===== config.mk =====
export PLATFORM = sky130hd
export DESIGN_NAME = boot_sequencer
export DESIGN_NICKNAME = d
export VERILOG_FILES = /design/src/rtl/boot_pkg.sv /design/src/rtl/boot_sequencer_step_edge.sv /design/src/rtl/boot_sequencer.sv
export SDC_FILE = /design/constraint.sdc
export NUM_CORES = 1
export LEC_CHECK = 0
export BUFFER_PORTS_ARGS = -buffer_cell sky130_fd_sc_hd__buf_2
export CAP_MARGIN = 20
export CORE_MARGIN = 1.5
export CORE_UTILIZATION = 54
export DETAILED_ROUTE_END_ITERATION = 10
export PLACE_DENSITY = 0.87
export SETUP_SLACK_MARGIN = 0.5
export SLEW_MARGIN = 25
export SYNTH_ARGS = -nofsm -noshare
export SYNTH_HDL_FRONTEND = slang
export SYNTH_SLANG_ARGS = --single-unit
export TNS_END_PERCENT = 1

===== constraint.sdc =====
create_clock -name in_clk -period 2.4 [get_ports in_clk]
set_input_delay 0.12 -clock in_clk [delete_from_list [all_inputs] [get_ports in_clk]]
set_output_delay 0.12 -clock in_clk [all_outputs]
set_load 0.005 [all_outputs]

===== src/rtl/boot_pkg.sv =====
// Shared constants for the boot sequencer and cpu_b.
// State encoding and 8-bit bus widths.
package boot_pkg;

  localparam int ADDR_W = 8;
  localparam int DATA_W = 8;

  typedef enum logic [2:0] {
    ST_IDLE = 3'd0,
    ST_SYNC = 3'd1,
    ST_MAR  = 3'd2,
    ST_RAM  = 3'd3,
    ST_RUN  = 3'd4
  } boot_state_e;

endpackage


===== src/rtl/boot_sequencer_step_edge.sv =====
// Stepper clock edge detector.
// Emits a one-cycle pulse on each step_clk rising edge.
module step_edge (
  input  logic clk,
  input  logic reset,
  input  logic step_clk,
  output logic step_rise
);

  logic step_q;
  logic step_d;

  assign step_d    = step_clk;
  assign step_rise = step_clk & ~step_q;

  // Remember last stepper level.
  always_ff @(posedge clk or negedge reset) begin
    if (!reset) step_q <= 1'b0;
    else        step_q <= step_d;
  end

endmodule


===== src/rtl/boot_sequencer.sv =====
// Boot sequencer: loads ROM into CPU RAM,
// releases the CPU, then guards it with a watchdog.
module boot_sequencer
  import boot_pkg::*;
#(
  parameter int PROG_LEN = 16,
  parameter int WATCHDOG = 1024
) (
  input  logic              in_clk,
  input  logic              reset,
  input  logic              start,
  input  logic              step_clk,
  output logic [ADDR_W-1:0] rom_addr,
  input  logic [DATA_W-1:0] rom_data,
  output logic              cpu_reset,
  output logic              loading_ram,
  output logic              set_mar_init,
  output logic [ADDR_W-1:0] addr_init,
  output logic              set_ram_init,
  output logic [DATA_W-1:0] instr_from_rom,
  output logic              busy,
  output logic              done,
  output logic              timeout
);

  localparam int WDW = $clog2(WATCHDOG + 1);
  localparam logic [WDW-1:0] WD_LAST =
    WDW'(WATCHDOG - 1);
  localparam logic [ADDR_W-1:0] K_LAST =
    ADDR_W'(PROG_LEN - 1);

  logic step_rise;

  boot_state_e       state_q, state_d;
  logic [ADDR_W-1:0] k_q, k_d;
  logic [WDW-1:0]    wd_q, wd_d;
  logic              timeout_q, timeout_d;

  logic              cpu_reset_q, cpu_reset_d;
  logic              loading_q, loading_d;
  logic              set_mar_q, set_mar_d;
  logic              set_ram_q, set_ram_d;
  logic [ADDR_W-1:0] addr_init_q, addr_init_d;
  logic [ADDR_W-1:0] rom_addr_q, rom_addr_d;
  logic [DATA_W-1:0] instr_q, instr_d;
  logic              busy_q, busy_d;
  logic              done_q, done_d;

  step_edge u_step_edge (
    .clk      (in_clk),
    .reset    (reset),
    .step_clk (step_clk),
    .step_rise(step_rise)
  );

  // Next state, counters, and outputs decoded from the next state.
  always_comb begin
    state_d   = state_q;
    k_d       = k_q;
    wd_d      = wd_q;
    timeout_d = timeout_q;
    if (start) begin
      state_d   = ST_SYNC;
      k_d       = '0;
      wd_d      = '0;
      timeout_d = 1'b0;
    end else begin
      unique case (state_q)
        ST_IDLE: ;
        ST_SYNC: if (step_rise) state_d = ST_MAR;
        ST_MAR:  if (step_rise) state_d = ST_RAM;
        ST_RAM: begin
          if (step_rise) begin
            if (k_q == K_LAST) begin
              state_d = ST_RUN;
              wd_d    = '0;
            end else begin
              k_d     = k_q + 1'b1;
              state_d = ST_MAR;
            end
          end
        end
        ST_RUN: begin
          if (step_rise) begin
            wd_d = wd_q + 1'b1;
            if (wd_q == WD_LAST) begin
              state_d   = ST_IDLE;
              timeout_d = 1'b1;
            end
          end
        end
        default: state_d = ST_IDLE;
      endcase
    end

    cpu_reset_d = 1'b1;
    loading_d   = 1'b0;
    set_mar_d   = 1'b0;
    set_ram_d   = 1'b0;
    addr_init_d = '0;
    instr_d     = '0;
    busy_d      = 1'b0;
    done_d      = 1'b0;
    rom_addr_d  = k_d;
    unique case (1'b1)
      (state_d == ST_SYNC): busy_d = 1'b1;
      (state_d == ST_MAR): begin
        busy_d      = 1'b1;
        loading_d   = 1'b1;
        set_mar_d   = 1'b1;
        addr_init_d = k_d;
      end
      (state_d == ST_RAM): begin
        busy_d      = 1'b1;
        loading_d   = 1'b1;
        set_ram_d   = 1'b1;
        addr_init_d = k_d;
        instr_d     = rom_data;
      end
      (state_d == ST_RUN): begin
        cpu_reset_d = 1'b0;
        done_d      = 1'b1;
      end
      default: ;
    endcase
  end

  // Sequencer state, counters and registered outputs.
  always_ff @(posedge in_clk or negedge reset) begin
    if (!reset) begin
      state_q     <= ST_IDLE;
      k_q         <= '0;
      wd_q        <= '0;
      timeout_q   <= 1'b0;
      cpu_reset_q <= 1'b1;
      loading_q   <= 1'b0;
      set_mar_q   <= 1'b0;
      set_ram_q   <= 1'b0;
      addr_init_q <= '0;
      rom_addr_q  <= '0;
      instr_q     <= '0;
      busy_q      <= 1'b0;
      done_q      <= 1'b0;
    end else begin
      state_q     <= state_d;
      k_q         <= k_d;
      wd_q        <= wd_d;
      timeout_q   <= timeout_d;
      cpu_reset_q <= cpu_reset_d;
      loading_q   <= loading_d;
      set_mar_q   <= set_mar_d;
      set_ram_q   <= set_ram_d;
      addr_init_q <= addr_init_d;
      rom_addr_q  <= rom_addr_d;
      instr_q     <= instr_d;
      busy_q      <= busy_d;
      done_q      <= done_d;
    end
  end

  assign rom_addr       = rom_addr_q;
  assign cpu_reset      = cpu_reset_q;
  assign loading_ram    = loading_q;
  assign set_mar_init   = set_mar_q;
  assign addr_init      = addr_init_q;
  assign set_ram_init   = set_ram_q;
  assign instr_from_rom = instr_q;
  assign busy           = busy_q;
  assign done           = done_q;
  assign timeout        = timeout_q;

endmodule


* Word-level counts from Yosys, hierarchy flattened
Cells that the tools add are included.
Widths: inputs -> output; s select.
** Storage, ports and cells
- Flip-flop bits (word level) :: 46
- Output and inout bits :: 31
- Word-level logic and storage cells :: 68
** Cells by class
- Add/sub/neg operators :: 2
- Equality and inequality tests :: 13
- Mux-type cells :: 29
- Bitwise gates (word level) :: 2
- Reductions and logical operators :: 9
** Operators with widths (number)
- $mux 8 :: 6
- $mux 11 :: 4
- $pmux 11 s2 :: 1
- $mux 3 :: 7
- $pmux 3 s5 :: 1
- $eq 3x2->1 const B :: 4
- $add 11x1->11 const B :: 1
- $eq 11x10->1 const B :: 1
- $mux 1 :: 10
- $ne 3x3->1 const B :: 3
- $add 8x1->8 const B :: 1
- $eq 8x4->1 const B :: 1
- $eq 3x1->1 const B :: 2
- $eq 3x3->1 const B :: 2
- $reduce_bool 2->1 :: 3
- $reduce_and 4->1 :: 1
- $logic_not 3->1 :: 1
- $reduce_and 3->1 :: 1
- $reduce_bool 3->1 :: 1
- $reduce_or 3->1 :: 1
- $reduce_or 2->1 :: 1
- $and 1x1->1 :: 1
- $not 1->1 :: 1

* Logic depth before layout (Yosys ltp)
- Depth after elaboration :: 8
- Depth in mapped cells :: 6
- Mapped depth without buffers :: 5

* Modules after synthesis
From an unflattened synthesis, not the netlist that was laid out.
** Second synthesis, totals
- Cell total of the unflattened synthesis :: 190
- Area, all modules :: 2058.2 sq um
** Modules (own cells, without submodules)
- boot_sequencer :: times used 1, cells an instance 188, area an instance 2019.4 sq um, seq. area each 1127.3 sq um
- step_edge :: times used 1, cells an instance 2, area an instance 38.8 sq um, seq. area each 25.0 sq um

* Worst setup path before layout
OpenSTA, ideal clock, no wires.
- Path kind :: reg-to-reg
- Start :: register u_step_edge.step_q
- End :: register addr_init_q[7], in the netlist addr_init[7]
- Data arrival time :: 1658 ps
- Required time :: 2318 ps
- Slack :: 660 ps
- Stages on the path, launching flop included :: 6
- Path buffers :: 1
- Clock period less this slack :: 1740 ps
- Cells stage by stage :: dfrtp_1 > nand2b_1 > buf_6 > or3_4 > or4_4 > a31oi_1
** Between the ends
- Longest elaborated chain between the ends :: 8
- Elaborated cells between the ends (all ways) :: 15
- Classes of those cells :: 2 x eq/ne; 10 x mux; 2 x bitwise; 1 x reduce/logical
** RTL lines
- start, declared :: line boot_sequencer_step_edge.sv:10 : logic step_q;
- start signal, assigned :: line boot_sequencer_step_edge.sv:19 : else step_q <= step_d;
- $not 1->1 (*) :: line boot_sequencer_step_edge.sv:14 : assign step_rise = step_clk & ~step_q;
- $and 1x1->1 (*) :: line boot_sequencer_step_edge.sv:14
- $mux 3 (on tied branches)
- $pmux 3 s5 :: line boot_sequencer.sv:68 : unique case (state_q)
- $mux 3 :: line boot_sequencer.sv:62 : if (start) begin
- $eq 3x2->1 (on tied branches) :: line boot_sequencer.sv:107, boot_sequencer.sv:113
- $reduce_or 2->1 (no source line)
- $mux 8 (*) :: line boot_sequencer.sv:105 : unique case (1'b1)
- named net addr_init_d[7] :: line boot_sequencer.sv:43 : logic [ADDR_W-1:0] addr_init_q, addr_init_d;
- end signal, assigned :: line boot_sequencer.sv:153 : addr_init_q <= addr_init_d;
- end, declared :: line boot_sequencer.sv:43
Mark *: on every way through the listed nets, which the timed path passes. The rest lies on a longest branch.
A chain may end at the register's enable or synchronous reset.

==> flow_summary_export.csv <==
group,metric,value,unit
placed_design,place_congestion,0.806,
die,core_area,0.00372,mm²
sta,max_slew.worst_pin.slew,0.644,ns
power_and_ir_drop,p_leak,0.00120,µW
clock_tree,cts_made_buffers,5,
grt,overflow,0,
sta,worst_slack,0.533,ns
worst_setup_path,crit_required,2.61,ns
die,die_x,65.7,µm
route,avgViaCountPerCell,5.86,
placed_design,io_buffers,42,
synth,synthDistinctLibCells,49,
grt,grt_max_degree,47,
synth,synth_warnings,0,
die,die-height,65.7,µm
synth,netlist_top_cells_area,"dfrtp_1 53%, mux2i_1 4.2%, a21oi_1 3.8%",
sta,finalMaxSlewViolations,0,
final_layout,fin_nets,254,
synth,synth_top_area_cell,"dfrtp_1",
synth,netlist_area,0.00212,mm²
sta,setup_viol_count_final,0,
final_layout,layout-drive-gt1-share,28.6,%
sta,relSlewSlack,57.0,%
worst_setup_path,critPathArrivalTime,2.07,ns
synth,ys_ff_latch,46,
sta,tns,0,ns
sta,fin_crit_sh,77.8,%
synth,synth_top_area_share,53.1,%
synth,syn_inst,198,
worst_setup_path,path_cells,"ha_1, and3_1, a211oi_1, xnor2_1, nor3_1",
sta,whs,0.00648,ns
route,totalWireLength,4380,µm
final_layout,diodes,0,
clock_tree,clock-sinks,46,
route,highest_layer,"met4",
route,num_vias,1694,
worst_setup_path,worst-setup-path-type,"register to register",
clock_tree,clk_path_buf_depth,2,
sta,fin_crit,1.87,ns
status,outcome,"finished clean",
clock_tree,cts_tree,"yes",
die,fp.dieArea,0.00431,mm²
grt,grt_pass1_vias,1565,
synth,synth_seq_area_share,54.3,%
grt,grt_pass1_wl,7200,µm
synth,syn_nets,212,
clock_tree,clk_latency,0.31,ns
route,wl_met2,2190,µm
final_layout,area_growth,17.5,%
die,initial_core_util,57.1,%
worst_hold_path,hold_class,"input port to register",
sta,fin_skew,0.00974,ns
sta,hold_viol_final,0,
synth,synthArstFlopShare,100,%
clock_tree,ctsHtreeMaxLevel,2,
grt,antenna_found_initial,0,
die,ios,43,
clock_tree,cts_root_buf,"clkbuf_8",
worst_setup_path,end_kind,"register",
route,wire_per_inst,15.2,µm
job,cap_viol_max_count,0,
worst_setup_path,worstPathMaxFanout,5,
final_layout,final_util,67.0,%
worst_setup_path,ff2ff_setup_slack,0.53,ns
power_and_ir_drop,ir_drop,0.440,mV
placed_design,placed_area,0.00235,mm²
worst_setup_path,crit_buf_inv,0,
synth,synth_edf_count,0,
route,wl_met3,253,µm
worst_setup_path,crit_slowest_cell,"dfrtp_1",
route,drcViolationCount,0,
synth,yosys_most_used_dff,"dfrtp_1",
worst_setup_path,start_kind,"register",
route,drtAntennaViolNets,0,
worst_setup_path,max_stage_delay,0.43,ns
sta,fmax,536,MHz
clock_tree,clk_pin_slew_worst_paths,0.09,ns
die,row_count,22,
sta,rsz0062_at_grt,"yes",
route,dr.pass1.iters,5,
route,drt-met1-wl,1910,µm
placed_design,pre_cts_slack,0.465,ns
worst_setup_path,path_delay_family,"simple AND/OR/NAND/NOR gates",
route,drtIter0Drc,115,
placed_design,dp_hpwl,2890,µm
grt,grt_usage,22.3,%
final_layout,fin_area,0.00249,mm²
power_and_ir_drop,p_per_area,541,mW/mm²
synth,avgSynthCellArea,10.7,µm²
metal layers:
metal  track usage [%]  vias up
li1                  -      798
met2              35.7       56
met4              8.07        0
met5                 0        -
met3              6.85        4
met1              28.5      836
registers in the layout, summed over array words and instances (netlist names), 3 cells and up:
register and cells:
addr_init 8, instr_from_rom 8, rom_addr 8, state_q 3, wd_q 11
per-stage QoR:
stage	std cells	power, µW
6_report	289	1350
3_5_place_dp	277	890
5_1_grt	289	1410
4_1_cts	288	1360
3_3_place_gp	277	888
2_1_floorplan	198	852
Yosys cell counts, types with 5 or more instances:
library cell and number:
and2_1 8, nand2_1 12, a21oi_1 16, mux2i_1 9, dfrtp_1 45, nand4_1 6
nand3_1 6, inv_1 5, a31oi_1 6, clkbuf_1 9, nor3_1 8, nor2_1 12
report_power, final:
part / leakage, µW / switching [µW] / internal (µW)
clock: 0.0000441 / 264 / 204
combinational: 0.000530 / 54.1 / 33.0
sequential: 0.000626 / 8.73 / 784
total: 0.00120 / 327 / 1020
area by class of cell:
cell class | count | area [µm²]
fillers | 292 | 1220
flip-flops and latches | 46 | 1150
multi-input cells | 133 | 900
repair buffers | 49 | 270
clock buffers | 5 | 68.8
well taps | 48 | 60.1
clock inverters | 3 | 21.3
inverters | 5 | 18.8
cell usage in the layout, fill, tap and decap left out, types with 3 or more instances in the layout:
cell type,count
and4_1,3
xnor2_1,3
buf_4,6
nand2_1,12
buf_2,41
nor2b_1,3
nor3_1,8
and3_1,3
a21oi_1,15
nor2_1,12
nand3_1,6
dfrtp_1,45
and2_1,8
a31oi_1,6
nand4_1,6
mux2i_1,9
clkbuf_8,5
inv_1,5
path summary, 6_finish.rpt:
check | startpoint | end | cells after the start
max in group asynchronous | reset | cpu_reset | 2
min in group asynchronous | reset | instr_from_rom[5] | 2
setup reg to reg | rom_addr[0] | addr_init[0] | 5
hold reg to reg | wd_q[3] | wd_q[3] | 1
hold / removal | rom_data[0] | instr_from_rom[0] | 2
setup / recovery | rom_addr[0] | addr_init[0] | 5
cell families after synthesis:
logic type      share of synthesized area (%)
simple gates                             23.0
flops                                    54.3
compound gates                           12.1
buf+inv                                  3.95
mux                                      4.25
xor+xnor                                 1.24
fa+ha+maj                                1.18
worst register-to-register path, cell delays in order (launching register included):
cell and delay, ns:
dfrtp_1 0.43, ha_1 0.26, and3_1 0.25, a211oi_1 0.41, xnor2_1 0.17, nor3_1 0.23
timing repair:
item                                    in CTS  in global routing
hold buffers                                 1                  1
cloned                                       0                  0
pin swaps                                    1                  0
hold endpoints to repair                     1                 45
endpoints found under the setup margin      10                 15
buffers inserted                             2                  0
gates resized for setup                      0                  4
Note: power is estimated with default switching activity, not from simulation.
